**src/rtl/shield_pkg.sv**
```systemverilog
// Shared definitions for the shield collision arbiter.
//   N_AMSL_DEFAULT : default number of alien missiles
//   CNT_W_DEFAULT  : default width of the saturating shield-hit counter
//   shield_ctl_st_t: arbiter state (IDLE while no game runs, ACTIVE during play)
package shield_pkg;

    localparam int N_AMSL_DEFAULT = 4;
    localparam int CNT_W_DEFAULT  = 16;

    typedef enum logic {
        IDLE   = 1'b0,
        ACTIVE = 1'b1
    } shield_ctl_st_t;

endpackage : shield_pkg

```
**src/rtl/msl_frame_flag.sv**
```systemverilog
// Per-missile frame flag: remembers whether one missile has already carved the
// shield during the current frame, and reports that at the next frame boundary.
// Ports:
//   clk, resetN : pixel clock, asynchronous active-low reset
//   run         : arbiter is ACTIVE and stays ACTIVE this edge; low clears all
//   sof         : start-of-frame pulse (report old flag, then clear)
//   set         : missile overlaps the shield on this pixel
//   used        : flag, high from the pixel after the first overlap in a frame
//   hit_pulse   : 1-cycle report of the previous frame's flag
module msl_frame_flag (
    input  logic clk,
    input  logic resetN,
    input  logic run,
    input  logic sof,
    input  logic set,
    output logic used,
    output logic hit_pulse
);

    always_ff @(posedge clk or negedge resetN) begin
        if (!resetN) begin
            used      <= 1'b0;
            hit_pulse <= 1'b0;
        end else if (!run) begin
            // Leaving (or sitting in) IDLE: drop the flag without reporting it.
            used      <= 1'b0;
            hit_pulse <= 1'b0;
        end else begin
            hit_pulse <= sof & used;
            // An overlap on the frame-boundary pixel belongs to the new frame,
            // so set wins over the boundary clear.
            if (set) begin
                used <= 1'b1;
            end else if (sof) begin
                used <= 1'b0;
            end
        end
    end

endmodule : msl_frame_flag

```
**src/rtl/shield_collision_ctrl.sv**
```systemverilog
// Pixel-rate collision arbiter in front of the shield bitmap.
// Ports:
//   clk, resetN         : pixel clock, asynchronous active-low reset
//   startOfFrame        : 1-cycle frame-boundary pulse
//   playGame            : game running; low returns to IDLE
//   shieldDR            : shield drawing request for the current pixel
//   playerMslDR         : player missile drawing request
//   alienMslDR          : alien missile drawing requests (bit i = missile i)
//   aliensDR            : alien block drawing request
//   shieldCarve         : combinational carve request to the bitmap
//   shieldAlienKill     : combinational alien/shield kill to the bitmap
//   playerMslShieldHit  : 1-cycle pulse, player missile hit the shield last frame
//   alienMslShieldHit   : 1-cycle pulses per alien missile, hit last frame
//   shieldHitCount      : saturating count of carve cycles since game start
module shield_collision_ctrl
    import shield_pkg::*;
#(
    parameter int N_AMSL = N_AMSL_DEFAULT,
    parameter int CNT_W  = CNT_W_DEFAULT
) (
    input  logic              clk,
    input  logic              resetN,
    input  logic              startOfFrame,
    input  logic              playGame,
    input  logic              shieldDR,
    input  logic              playerMslDR,
    input  logic [N_AMSL-1:0] alienMslDR,
    input  logic              aliensDR,
    output logic              shieldCarve,
    output logic              shieldAlienKill,
    output logic              playerMslShieldHit,
    output logic [N_AMSL-1:0] alienMslShieldHit,
    output logic [CNT_W-1:0]  shieldHitCount
);

    shield_ctl_st_t state;

    logic            active;
    logic            run;
    // Index 0 is the player missile, 1..N_AMSL the alien missiles.
    logic [N_AMSL:0] msl_dr;
    logic [N_AMSL:0] msl_used;
    logic [N_AMSL:0] msl_pulse;

    assign active = (state == ACTIVE);
    assign run    = active & playGame;
    assign msl_dr = {alienMslDR, playerMslDR};

    // Only missiles that have not yet carved in this frame may carve; several
    // fresh missiles on the same pixel still give a single carve cycle.
    assign shieldCarve     = active & shieldDR & (|(msl_dr & ~msl_used));
    assign shieldAlienKill = active & shieldDR & aliensDR;

    assign playerMslShieldHit = msl_pulse[0];
    assign alienMslShieldHit  = msl_pulse[N_AMSL:1];

    generate
        for (genvar gi = 0; gi <= N_AMSL; gi++) begin : g_flag
            msl_frame_flag u_flag (
                .clk       (clk),
                .resetN    (resetN),
                .run       (run),
                .sof       (startOfFrame),
                .set       (shieldDR & msl_dr[gi]),
                .used      (msl_used[gi]),
                .hit_pulse (msl_pulse[gi])
            );
        end
    endgenerate

    always_ff @(posedge clk or negedge resetN) begin
        if (!resetN) begin
            state          <= IDLE;
            shieldHitCount <= '0;
        end else begin
            case (state)
                IDLE: begin
                    // Counter holds in IDLE and restarts with each new game.
                    if (startOfFrame && playGame) begin
                        state          <= ACTIVE;
                        shieldHitCount <= '0;
                    end
                end
                ACTIVE: begin
                    if (shieldCarve && (shieldHitCount != {CNT_W{1'b1}})) begin
                        shieldHitCount <= shieldHitCount + 1'b1;
                    end
                    if (!playGame) begin
                        state <= IDLE;
                    end
                end
                default: state <= IDLE;
            endcase
        end
    end

endmodule : shield_collision_ctrl

```
**config.mk**
```make
export PLATFORM = sky130hd
export DESIGN_NAME = shield_collision_ctrl
export DESIGN_NICKNAME = d
export VERILOG_FILES = /design/src/rtl/shield_pkg.sv /design/src/rtl/msl_frame_flag.sv /design/src/rtl/shield_collision_ctrl.sv
export SDC_FILE = /design/constraint.sdc
export NUM_CORES = 1
export LEC_CHECK = 0
export CORE_MARGIN = 2
export CORE_UTILIZATION = 44
export CTS_CLUSTER_SIZE = 10
export DETAILED_ROUTE_END_ITERATION = 10
export HOLD_SLACK_MARGIN = 0.03
export PLACE_DENSITY = 0.84
export RECOVER_POWER = 25
export SKIP_CTS_REPAIR_TIMING = 1
export SLEW_MARGIN = 0
export SYNTH_ARGS = -nofsm -noshare
export SYNTH_HDL_FRONTEND = slang
export SYNTH_SLANG_ARGS = --single-unit
export TNS_END_PERCENT = 100
```
**constraint.sdc**
```tcl
create_clock -name clk -period 1.9 [get_ports clk]
set_clock_uncertainty 0.05 [all_clocks]
set_input_delay 0.19 -clock clk [delete_from_list [all_inputs] [get_ports clk]]
set_output_delay 0.19 -clock clk [all_outputs]
set_load 0.005 [all_outputs]
```
-- Yosys cells after proc, flatten, opt, wreduce, memory -nomap -nowiden
Cells that the tools add are included.
- register bits: 27
- output and inout port bits: 23
- add/subtract/negate cells: 1
- equal/unequal tests: 8
- mux-type cells: 22
- bitwise gates (word level): 17
- reduce and logical (&&, ||, !) cells: 4
- operators by type and width (kind ; number):
    two-way mux 16 bit ; 2
    one-hot mux 16 bit (2 select lines) ; 1
    two-way mux 1 bit ; 18
    adder 16 x 1 -> 16 bit (second input constant) ; 1
    != test 16 bit (second input constant) ; 1
    AND 1 bit ; 14
    != test 3 x 2 -> 1 bit (second input constant) ; 4
    AND 5 bit ; 1
    NOT 5 bit ; 1
    OR reduction 5 bit ; 1
    != test 3 bit (second input constant) ; 1
    logical AND 1 bit ; 2
    != test 2 x 1 -> 1 bit (second input constant) ; 1
    != test 2 bit (second input constant) ; 1
    one-hot mux 1 bit (2 select lines) ; 1
    AND reduction 2 bit ; 1
    NOT 1 bit ; 1

-- Depth between registers and ports, before layout
Gate-level depths: netlist of run 1.
- word-level depth: 7
- depth in mapped cells: 8
- depth with buffers taken out: 7

-- By module
A second synthesis of run 1 with hierarchy kept.
- cell total of the unflattened synthesis: 152
- area, all modules: 1451.4 um2
- modules (own cells, without submodules) (module ; instances ; cells each ; area an instance (um2) ; seq. area each (um2)):
    shield_collision_ctrl ; 1 ; 127 ; 1094.8 ; 425.4
    msl_frame_flag ; 5 ; 5 ; 71.3 ; 50.0

-- Worst setup path before layout of run 1
OpenSTA, ideal clock, no wires.
- path type: reg2reg
- start point: register shieldHitCount[0]
- end point: register shieldHitCount[3]
- arrival: 1.769 ns
- data required time: 1.732 ns
- slack: -0.037 ns
- stages on the path, launching flop included: 9
- buffers on the path: 1
- clock period less this slack: 1.937 ns
- cells stage by stage: dfrtp_1 -> ha_1 -> nand3_1 -> nor4_1 -> nand3_1 -> and2_4 -> buf_6 -> a21o_1 -> a21o_1
- longest elaborated chain between the ends: 4
- elaborated cells between the ends (all ways): 7
- ends and longest elaborated chain (item ; RTL line ; text):
    from (decl) ; shield_collision_ctrl.sv:33 ; output logic [CNT_W-1:0] shieldHitCount
    from (signal assigned) ; shield_collision_ctrl.sv:86 ; shieldHitCount <= shieldHitCount + 1'b1;
    parallel branches: the longest is 4 deep, another holds adder 16 x 1 -> 16 bit ; n/a ;
Several ways; the timed one is not identified. The select of a mux whose other input is x is not followed.
A chain may end at the register's enable or synchronous reset.

-- Worst setup path in the final report of run 1
- start point: register g_flag[2].u_flag.used
- end point: register shieldHitCount[9]
- longest elaborated chain between the ends: 7
- ends and longest elaborated chain (item ; RTL line ; text):
    from (decl) ; msl_frame_flag.sv:16 ; output logic used,
    from (signal assigned) ; msl_frame_flag.sv:22 ; used <= 1'b0;
    from (signal assigned) ; msl_frame_flag.sv:26 ; used <= 1'b0;
    from (signal assigned) ; msl_frame_flag.sv:33 ; used <= 1'b1;
    NOT 5 bit ; shield_collision_ctrl.sv:51 ; assign shieldCarve = active & shieldDR & (|(msl_dr & ~msl_used));
    AND 5 bit ; shield_collision_ctrl.sv:51 ;
    OR reduction 5 bit ; shield_collision_ctrl.sv:51 ;
    AND 1 bit ; shield_collision_ctrl.sv:51 ;
    logical AND 1 bit ; shield_collision_ctrl.sv:85 ; if (shieldCarve && (shieldHitCount != {CNT_W{1'b1}})) begin
    != test 2 x 1 -> 1 bit (no source line) ; n/a ;
    AND reduction 2 bit (no source line) ; n/a ;
No other way between the ends.

==> impl_metrics.json, run 1 <==
{
  "r2r-start": "g_flag[2].u_flag.used$_DFFE_PN0P_",
  "hold_violations": 0,
  "drt_wl_total_mm": 4.26,
  "setup_slack_ns": -0.0980,
  "min_path_type": "primary input to flop",
  "rsz0062_at_grt": "true",
  "required_ns": 2.13,
  "crit_cells": 8,
  "p_int_uw": 870,
  "synthDistinctLibCells": 37,
  "cp-endpoint": "shieldHitCount[9]$_DFFE_PN0P_",
  "cp_slowest_stage_delay_ns": 0.42,
  "ff_latch_area_sq_um": 676,
  "worstMarginPinSlew_ns": 1.49,
  "cp-start-kind": "flop",
  "initial_core_util_pct": 46.1,
  "drc_errors": 0,
  "first_iter_violations": 85,
  "grtUsageTotal_pct": 21.1,
  "ff2ff_setup_slack_ns": -0.1,
  "die_y_microns": 60.3,
  "mostFrequentLayoutCell": "clkdlybuf4s50_1",
  "relSlewSlack_pct": 0.762,
  "grt_pass1_vias": 1319,
  "dieArea_sq_um": 3640,
  "syn_nets": 162,
  "critPathKind": "flop to flop",
  "grt_pass1_wl_mm": 5.69,
  "vias": 1455,
  "peakVddDrop_mv": 0.470,
  "cts_tree": "done",
  "finalMaxSlewViolations": 0,
  "path_max_fanout": 7,
  "p_leak_uw": 0.000960,
  "drv_cap": 0,
  "n_antenna_cell": 0,
  "fmax_ghz": 0.501,
  "ant_nets": 0,
  "dr.pass1.iters": 5,
  "status": "complete, but fails checks",
  "holdPathStages": 3,
  "syn2layout_area_growth_pct": 53.0,
  "placed_cell_area_sq_um": 1890,
  "syn_inst": 150,
  "rr_endpoint": "shieldHitCount[9]$_DFFE_PN0P_",
  "violations": "setup timing",
  "pwr-share-seq_pct": 51.0,
  "finalCritPeriodShare_pct": 105,
  "multiInputGateArea_sq_um": 754,
  "io_pins": 34,
  "dp_hpwl_mm": 2.69,
  "combPwrFrac_pct": 28.2,
  "stdcell_count": 253,
  "clockBufferDepth": 2,
  "crit_path_start": "g_flag[2].u_flag.used$_DFFE_PN0P_",
  "port_buffers": 33,
  "nNetsFinal": 222,
  "vias_per_cell": 5.75,
  "slowest_stage": "dfrtp_1",
  "worstPathArrival_ns": 2.23,
  "r2r_cells": 8,
  "ys_seq_area_share_pct": 48.4,
  "finalPower_uw": 1250,
  "wl_per_cell_microns": 16.8,
  "dp.cells": 240,
  "cts-root-buf": "clkbuf_4",
  "clkLatencyLatePin_ns": 0.33,
  "overflow": 0,
  "cts_max_level": 1,
  "gp_congestion": 0.880,
  "syn_area_sq_um": 1400,
  "clockPowerShare_pct": 20.8,
  "drive_above_1_share_pct": 29.7,
  "timing.setup.tns_ns": -0.618,
  "grt_max_degree": 28,
  "num-fill-cells": 209,
  "layout_common_cells": "clkdlybuf4s50_1 (32), dfrtp_1 (27), buf_4 (23), nand2_1 (14), nand3_1 (12)",
  "die_width_microns": 60.3,
  "cp_top_family": "compound AO/OA/AOI/OAI gates",
  "row_count": 20,
  "path_buf_inv": 3,
  "critPathCaptureType": "flop",
  "power_switching_uw": 380,
  "clkTransAtPathRegs_ns": 0.15,
  "cts_buffers": 3,
  "dp_slack_ns": -0.189,
  "switching_share_pct": 30.4,
  "coreArea_sq_um": 3030,
  "setup_violations": 12,
  "path_cells": "inv_1 > a222oi_1 > a31oi_2 > buf_4 > buf_6 > and2_4 > o32ai_2 > a41o_1",
  "antenna_found_initial": 0,
  "yosys_warnings": 0,
  "fin_area_sq_um": 2130,
  "p_per_area_nw_per_um2": 586,
  "ys_seq_elements": 27,
  "clock_sinks": 27,
  "finalCriticalPeriod_ns": 2.00,
  "synth.avg_cell_area_sq_um": 9.30
}
cell type report:
class	count	share of cell area [%]
Clock buffer	3	1.06
Clock inverter	1	0.234
Inverter	7	1.23
Multi-Input combinational cell	107	35.3
Sequential cell	27	31.7
Tap cell	44	2.58
Timing Repair Buffer	64	27.9
per-stage QoR:
stage / hold WS [ns] / util [%]
global route: 0.473 / 70.5
global placement: 0.435 / 62.5
finish: 0.488 / 70.5
floorplan: -0.156 / -
detailed placement: 0.451 / 62.5
CTS: 0.178 / 63.4
metal layers:
| layer | part of all wire, % | global-route usage [%] | vias up | wire [microns] |
|---|---|---|---|---|
| li1 | - | - | 657 | - |
| met2 | 52 | 33.7 | 63 | 2200 |
| met5 | 0 | 0 | - | 0 |
| met4 | 2.5 | 13.3 | 0 | 106 |
| met1 | 40 | 26.3 | 722 | 1720 |
| met3 | 5.6 | 3.90 | 13 | 238 |
synth_stat cells:
master    count  share of area (%)
a21o_1        4                2.2
a21oi_1       6                2.2
a222oi_1      1               0.72
a22o_1        2                1.3
a22oi_1       5                2.7
a31oi_2       1               0.90
a41o_1        1               0.72
and2_1        1               0.45
and2_4        1               0.63
and3_1       10                4.5
buf_2         2               0.72
buf_4         4                2.2
buf_6         1               0.81
clkbuf_1      2               0.54
dfrtp_1      27                 48
ha_1          1               0.90
inv_1         7                1.9
mux2i_1       2                1.4
nand2_1      19                5.1
nand2b_1      3                1.3
nand3_1      15                5.4
nand3b_1      1               0.54
nand4_1       1               0.45
nand4b_1      1               0.63
nor2_1        8                2.2
nor2b_1       1               0.45
nor3_1        3                1.1
nor4_1        1               0.45
nor4b_1       1               0.63
o211ai_1      3                1.6
o21a_1        2                1.1
o21ai_0       6                2.2
o311ai_0      2                1.3
o32ai_1       1               0.63
o41ai_1       1               0.63
or2_2         2               0.90
or4_1         1               0.54
state kept, by name, indices dropped and copies added (netlist names):
name	cells
shieldHitCount	16
g_flag.u_flag.used	5
g_flag.u_flag.hit_pulse	5
active	1
worst min-delay path, delay by kind of cell:
family / cells / cell delay, ns
AOI/OAI and AO/OA: 1 / 0.09
and+or+nand+nor: 1 / 0.09
buffers and inverters: 1 / 0.48
kinds of logic after synthesis:
kind of cell	count (synthesis)	synth area share, %
adders and majority gates	1	0.897
AOI/OAI and AO/OA	35	17.9
muxes	2	1.44
DFF	27	48.4
and+or+nand+nor	69	25.2
buffers and inverters	16	6.10
worst min-delay path by stage:
stage,start,endpoint,slack (ns)
global route,playerMslDR,g_flag[0].u_flag.used$_DFFE_PN0P_,0.47
detailed placement,shieldHitCount[12]$_DFFE_PN0P_,shieldHitCount[12]$_DFFE_PN0P_,0.45
finish,playerMslDR,g_flag[0].u_flag.used$_DFFE_PN0P_,0.49
CTS,resetN,g_flag[3].u_flag.hit_pulse$_DFF_PN0_,0.18
global placement,shieldHitCount[12]$_DFFE_PN0P_,shieldHitCount[12]$_DFFE_PN0P_,0.44
floorplan,resetN,active$_DFF_PN0_,-0.16
power groups by stage:
| stage | Clock [uW] | Combinational (uW) | Sequential, uW |
|---|---|---|---|
| after floorplan | 0 | 98.3 | 655 |
| after global placement | 0 | 273 | 641 |
| after detailed placement | 0 | 284 | 645 |
| after CTS | 257 | 286 | 634 |
| after global routing | 293 | 375 | 643 |
| final | 260 | 353 | 638 |
Note: power is estimated with default switching activity, not from simulation.
==> inputs of run 2 (changes only) <==
--- a/config.mk
+++ b/config.mk
@@ -5,7 +5,8 @@
 export SDC_FILE = /design/constraint.sdc
 export NUM_CORES = 1
 export LEC_CHECK = 0
-export CORE_MARGIN = 2
+export ABC_CLOCK_PERIOD_IN_PS = 1900
+export CAP_MARGIN = 15
 export CORE_UTILIZATION = 44
 export CTS_CLUSTER_SIZE = 10
 export DETAILED_ROUTE_END_ITERATION = 10
==> run 2 against run 1 <==
Largest cell class unchanged. Design area shrank 2.8%. Sequential cell count is the same. Clock power grew 3%. Routed wire length shrank 1.4%. The flow still finishes with violations (setup timing).
==> impl_metrics.json, run 2 (synthesis gave the netlist of run 1 again) <==
{
  "p_leak_uw": 0.000929,
  "finalCriticalPeriod_ns": 1.99,
  "slowest_stage": "dfrtp_1",
  "finalMaxSlewViolations": 0,
  "die_width_microns": 58.3,
  "p_per_area_nw_per_um2": 602,
  "die_y_microns": 58.3,
  "required_ns": 2.14,
  "critPathKind": "flop to flop",
  "drt_wl_total_mm": 4.20,
  "drc_errors": 0,
  "ff_latch_area_sq_um": 676,
  "top_register": "shieldHitCount",
  "row_count": 20,
  "worstPathArrival_ns": 2.22,
  "setup_violations": 11,
  "peakVddDrop_mv": 0.425,
  "rsz0062_at_grt": "true",
  "min_path_type": "primary input to flop",
  "grt_pass1_vias": 1236,
  "reg_top3": "shieldHitCount: 16 flops, g_flag.u_flag.hit_pulse: 5 flops, g_flag.u_flag.used: 5 flops",
  "path_cells": "ha_4 > nand3_4 > nor4_4 > nand3_2 > a21oi_2 > buf_6 > a21oi_1 > a21oi_1",
  "initial_core_util_pct": 46.1,
  "clock_sinks": 27,
  "drv_cap": 0,
  "largest_reg_flops": 16,
  "fin_util_pct": 68.6,
  "cp-start-kind": "flop",
  "dieArea_sq_um": 3400,
  "path_max_fanout": 6,
  "gp_congestion": 0.856,
  "ant_nets": 0,
  "critPathMostFrequentCell": "a21oi_1",
  "n_antenna_cell": 0,
  "cts_buffers": 3,
  "grtUsageTotal_pct": 21.5,
  "cp_top_family": "simple AND/OR/NAND/NOR gates",
  "dp_hpwl_mm": 2.50,
  "vias_per_cell": 5.72,
  "clockBufferDepth": 2,
  "worstMarginPinSlew_ns": 1.42,
  "layout_common_cells": "clkdlybuf4s50_1 (31), dfrtp_1 (27), buf_4 (24), nand2_1 (18), nand3_1 (12)",
  "cts-root-buf": "clkbuf_4",
  "grt_max_degree": 28,
  "setup_slack_ns": -0.0876,
  "antenna_found_initial": 0,
  "vias": 1442,
  "first_iter_violations": 90,
  "num-fill-cells": 231,
  "cts_max_level": 1,
  "status": "complete, but fails checks",
  "multiInputGateArea_sq_um": 721,
  "wl_per_cell_microns": 16.7,
  "cts_tree": "done",
  "io_pins": 34,
  "relSlewSlack_pct": 5.18,
  "finalPower_uw": 1250,
  "clkLatencyLatePin_ns": 0.35,
  "cp_slowest_stage_delay_ns": 0.46,
  "path_buf_inv": 1,
  "fmax_ghz": 0.503,
  "port_buffers": 33,
  "violations": "setup timing",
  "overflow": 0,
  "finalCritPeriodShare_pct": 105,
  "nNetsFinal": 221,
  "grt_pass1_wl_mm": 5.56,
  "hold_violations": 0,
  "whs_ns": 0.443,
  "critPathCaptureType": "flop",
  "drive_above_1_share_pct": 23.1,
  "coreArea_sq_um": 3030,
  "mostFrequentLayoutCell": "clkdlybuf4s50_1",
  "dr.pass1.iters": 4,
  "clkTransAtPathRegs_ns": 0.15,
  "syn2layout_area_growth_pct": 48.8
}
==> run 2: cell count changes in the layout (fill, tap and decap cells not counted), sizes merged <==
cell,delta
clkinvlp,+1
buf,-2
clkdlybuf4s50,-1
clkinv,-1
and2,+1
dlygate4sd3,+1
==> run 2: final timing paths <==
check	start	to	slack (ns)	cells after the start
worst min-delay path	playGame	active$_DFF_PN0_	0.44	2
worst max register to register	shieldHitCount[0]$_DFFE_PN0P_	shieldHitCount[7]$_DFFE_PN0P_	-0.09	8
worst max-delay path	shieldHitCount[0]$_DFFE_PN0P_	shieldHitCount[7]$_DFFE_PN0P_	-0.09	8
min in group asynchronous	resetN	shieldHitCount[15]$_DFFE_PN0P_	0.63	2
max in group asynchronous	resetN	shieldHitCount[1]$_DFFE_PN0P_	0.35	2
worst min register to register	shieldHitCount[12]$_DFFE_PN0P_	shieldHitCount[12]$_DFFE_PN0P_	0.47	1
==> run 2: cell type report <==
| type | instances | share of cell area [%] |
|---|---|---|
| clock inverter | 1 | 0.362 |
| sequential | 27 | 32.5 |
| inverter | 7 | 1.27 |
| timing repair buffer | 62 | 27.4 |
| tap | 44 | 2.65 |
| clock buffer | 3 | 1.08 |
| multi-input combinational | 108 | 34.7 |
==> run 2: metal layers <==
| layer | vias up | GRT usage (%) | wire (microns) |
|---|---|---|---|
| met1 | 705 | 28.7 | 1720 |
| li1 | 664 | - | - |
| met4 | 0 | 9.86 | 146 |
| met3 | 13 | 3.08 | 192 |
| met5 | - | 0 | 0 |
| met2 | 60 | 34.8 | 2140 |
==> run 2: power breakdown <==
group          leakage (uW)  internal, uW  total (uW)  switching [uW]
clock             0.0000139          81.1         269             188
sequential         0.000371           607         646            38.9
combinational      0.000544           178         336             157
total              0.000929           866        1250             384
==> run 2: stage by stage <==
step	setup TNS, ns	instances	area (sq um)	setup WS [ns]
after floorplan	0	150	1400	0.00821
after global placement	-0.224	242	1910	-0.0596
after detailed placement	-0.840	242	1910	-0.128
after CTS	-0.295	246	1940	-0.292
after global routing	-1.80	252	2080	-0.177
final	-0.568	252	2080	-0.0876
==> inputs of run 3 (changes only) <==
--- a/config.mk
+++ b/config.mk
@@ -11,6 +11,7 @@
 export CTS_CLUSTER_SIZE = 10
 export DETAILED_ROUTE_END_ITERATION = 10
 export HOLD_SLACK_MARGIN = 0.03
+export MAX_ROUTING_LAYER = met4
 export PLACE_DENSITY = 0.84
 export RECOVER_POWER = 25
 export SKIP_CTS_REPAIR_TIMING = 1
==> run 3 against run 2 <==
The flow still finishes with violations (setup timing). Clock power about the same. Non-clock buffer count is the same. Final cell count did not move. Total power about the same. Critical path depth did not move. Design area stayed put. Register-to-register slack about the same. Critical endpoint unchanged. Largest power group unchanged.
==> impl_metrics.json, run 3 (synthesis gave the netlist of run 1 again) <==
{
  "relSlewSlack_pct": 5.66,
  "dp_slack_ns": -0.128,
  "min_path_type": "primary input to flop",
  "power_switching_uw": 383,
  "top_register": "shieldHitCount",
  "dp_hpwl_mm": 2.50,
  "nNetsFinal": 221,
  "die_y_microns": 58.3,
  "cp-start-kind": "flop",
  "timing.setup.tns_ns": -0.571,
  "path_cells": "ha_4 > nand3_4 > nor4_4 > nand3_2 > a21oi_2 > buf_6 > a21oi_1 > a21oi_1",
  "gp_congestion": 0.870,
  "clkLatencyLatePin_ns": 0.35,
  "syn2layout_area_growth_pct": 48.8,
  "rsz0062_at_grt": "true",
  "vias_per_cell": 5.69,
  "reg_top3": "shieldHitCount: 16 flops, g_flag.u_flag.hit_pulse: 5 flops, g_flag.u_flag.used: 5 flops",
  "worstHoldEndpoint": "active$_DFF_PN0_",
  "path_buf_inv": 1,
  "clkTransAtPathRegs_ns": 0.15,
  "status": "complete, but fails checks",
  "ant_nets": 0,
  "holdPathStages": 2,
  "critPathKind": "flop to flop",
  "setup_violations": 11,
  "fin_util_pct": 68.6,
  "slowest_stage": "dfrtp_1",
  "path_max_fanout": 6,
  "n_antenna_cell": 0,
  "dr.pass1.iters": 4,
  "drive_above_1_share_pct": 23.1,
  "wl_per_cell_microns": 16.6,
  "cts_max_level": 1,
  "worstMarginPinSlew_ns": 1.42,
  "r2r-start": "shieldHitCount[0]$_DFFE_PN0P_",
  "finalMaxSlewViolations": 0,
  "port_buffers": 33,
  "cts_tree": "done",
  "clock_sinks": 27,
  "rr_endpoint": "shieldHitCount[7]$_DFFE_PN0P_",
  "whs_ns": 0.439,
  "p_leak_uw": 0.000929,
  "clockBufferDepth": 2,
  "cp_slowest_stage_delay_ns": 0.46,
  "hold_path.startpoint": "playGame",
  "row_count": 20,
  "antenna_found_initial": 0,
  "fin_area_sq_um": 2080,
  "ff2ff_setup_slack_ns": -0.08,
  "initial_core_util_pct": 46.1,
  "cp_top_family": "simple AND/OR/NAND/NOR gates",
  "required_ns": 2.14,
  "grt_pass1_vias": 1232,
  "setup_slack_ns": -0.0844,
  "placed_cell_area_sq_um": 1910,
  "clockPowerShare_pct": 21.5,
  "cts_buffers": 3,
  "peakVddDrop_mv": 0.425,
  "combPwrFrac_pct": 26.9,
  "drt_wl_total_mm": 4.17,
  "critPathMostFrequentCell": "a21oi_1",
  "largest_reg_flops": 16,
  "p_per_area_nw_per_um2": 602,
  "p_int_uw": 866,
  "grtUsageTotal_pct": 22.2,
  "first_iter_violations": 97,
  "layout_common_cells": "clkdlybuf4s50_1 (31), dfrtp_1 (27), buf_4 (24), nand2_1 (18), nand3_1 (12)",
  "pwr-share-seq_pct": 51.7,
  "die_width_microns": 58.3,
  "cts-root-buf": "clkbuf_4",
  "hold_violations": 0,
  "finalCriticalPeriod_ns": 1.98,
  "switching_share_pct": 30.7,
  "finalCritPeriodShare_pct": 104,
  "worstPathArrival_ns": 2.22,
  "critPathCaptureType": "flop",
  "violations": "setup timing",
  "overflow": 0,
  "drv_cap": 0,
  "drc_errors": 0,
  "r2r_cells": 8,
  "mostFrequentLayoutCell": "clkdlybuf4s50_1",
  "fmax_ghz": 0.504,
  "io_pins": 34,
  "grt_pass1_wl_mm": 5.56,
  "dieArea_sq_um": 3400,
  "coreArea_sq_um": 3030,
  "crit_cells": 8,
  "grt_max_degree": 28,
  "vias": 1433
}
==> run 3: cell counts in the layout (fill, tap and decap cells not counted) <==
No cell type changed its count.
==> run 3: worst register-to-register path, stage by stage, from the launching register on <==
cell	delay [ns]
dfrtp_1	0.46
ha_4	0.18
nand3_4	0.09
nor4_4	0.37
nand3_2	0.17
a21oi_2	0.24
buf_6	0.15
a21oi_1	0.06
a21oi_1	0.16
==> run 3: power groups by stage <==
stage | registers, uW | clock network [uW] | logic, uW
after detailed placement | 645 | 0 | 284
after CTS | 635 | 270 | 286
final | 645 | 268 | 336
after global placement | 641 | 0 | 275
after global routing | 651 | 297 | 365
after floorplan | 655 | 0 | 98.3
==> run 3: per-stage QoR <==
| step | total power, uW | instances |
|---|---|---|
| floorplan | 753 | 150 |
| global placement | 917 | 242 |
| detailed placement | 929 | 242 |
| CTS | 1190 | 246 |
| global route | 1310 | 252 |
| finish | 1250 | 252 |
==> run 3: area by class of cell <==
cell class,count,area [sq um]
Multi-Input combinational cell,108,721
Tap cell,44,55.1
Fill cell,231,952
Clock inverter,1,7.51
Timing Repair Buffer,62,568
Sequential cell,27,676
Clock buffer,3,22.5
Inverter,7,26.3
==> run 3: worst max-delay path by stage <==
stage	from	to	slack [ns]
floorplan	shieldHitCount[0]$_DFFE_PN0P_	shieldHitCount[3]$_DFFE_PN0P_	0.008
global placement	alienMslDR[1]	shieldHitCount[4]$_DFFE_PN0P_	-0.06
detailed placement	alienMslDR[3]	shieldHitCount[9]$_DFFE_PN0P_	-0.13
CTS	g_flag[2].u_flag.used$_DFFE_PN0P_	shieldCarve	-0.29
global route	shieldHitCount[0]$_DFFE_PN0P_	shieldHitCount[7]$_DFFE_PN0P_	-0.18
finish	shieldHitCount[0]$_DFFE_PN0P_	shieldHitCount[7]$_DFFE_PN0P_	-0.08
==> run 3: layer usage <==
layer  part of all wire, %  global-route usage, %  vias up  routed length (microns)
met5                     0                      -        -                        0
met4                   3.2                   9.86        0                      133
met3                   4.9                   3.08       11                      205
met2                    52                   34.8       64                     2150
met1                    40                   28.7      696                     1680
li1                      -                      -      662                        -
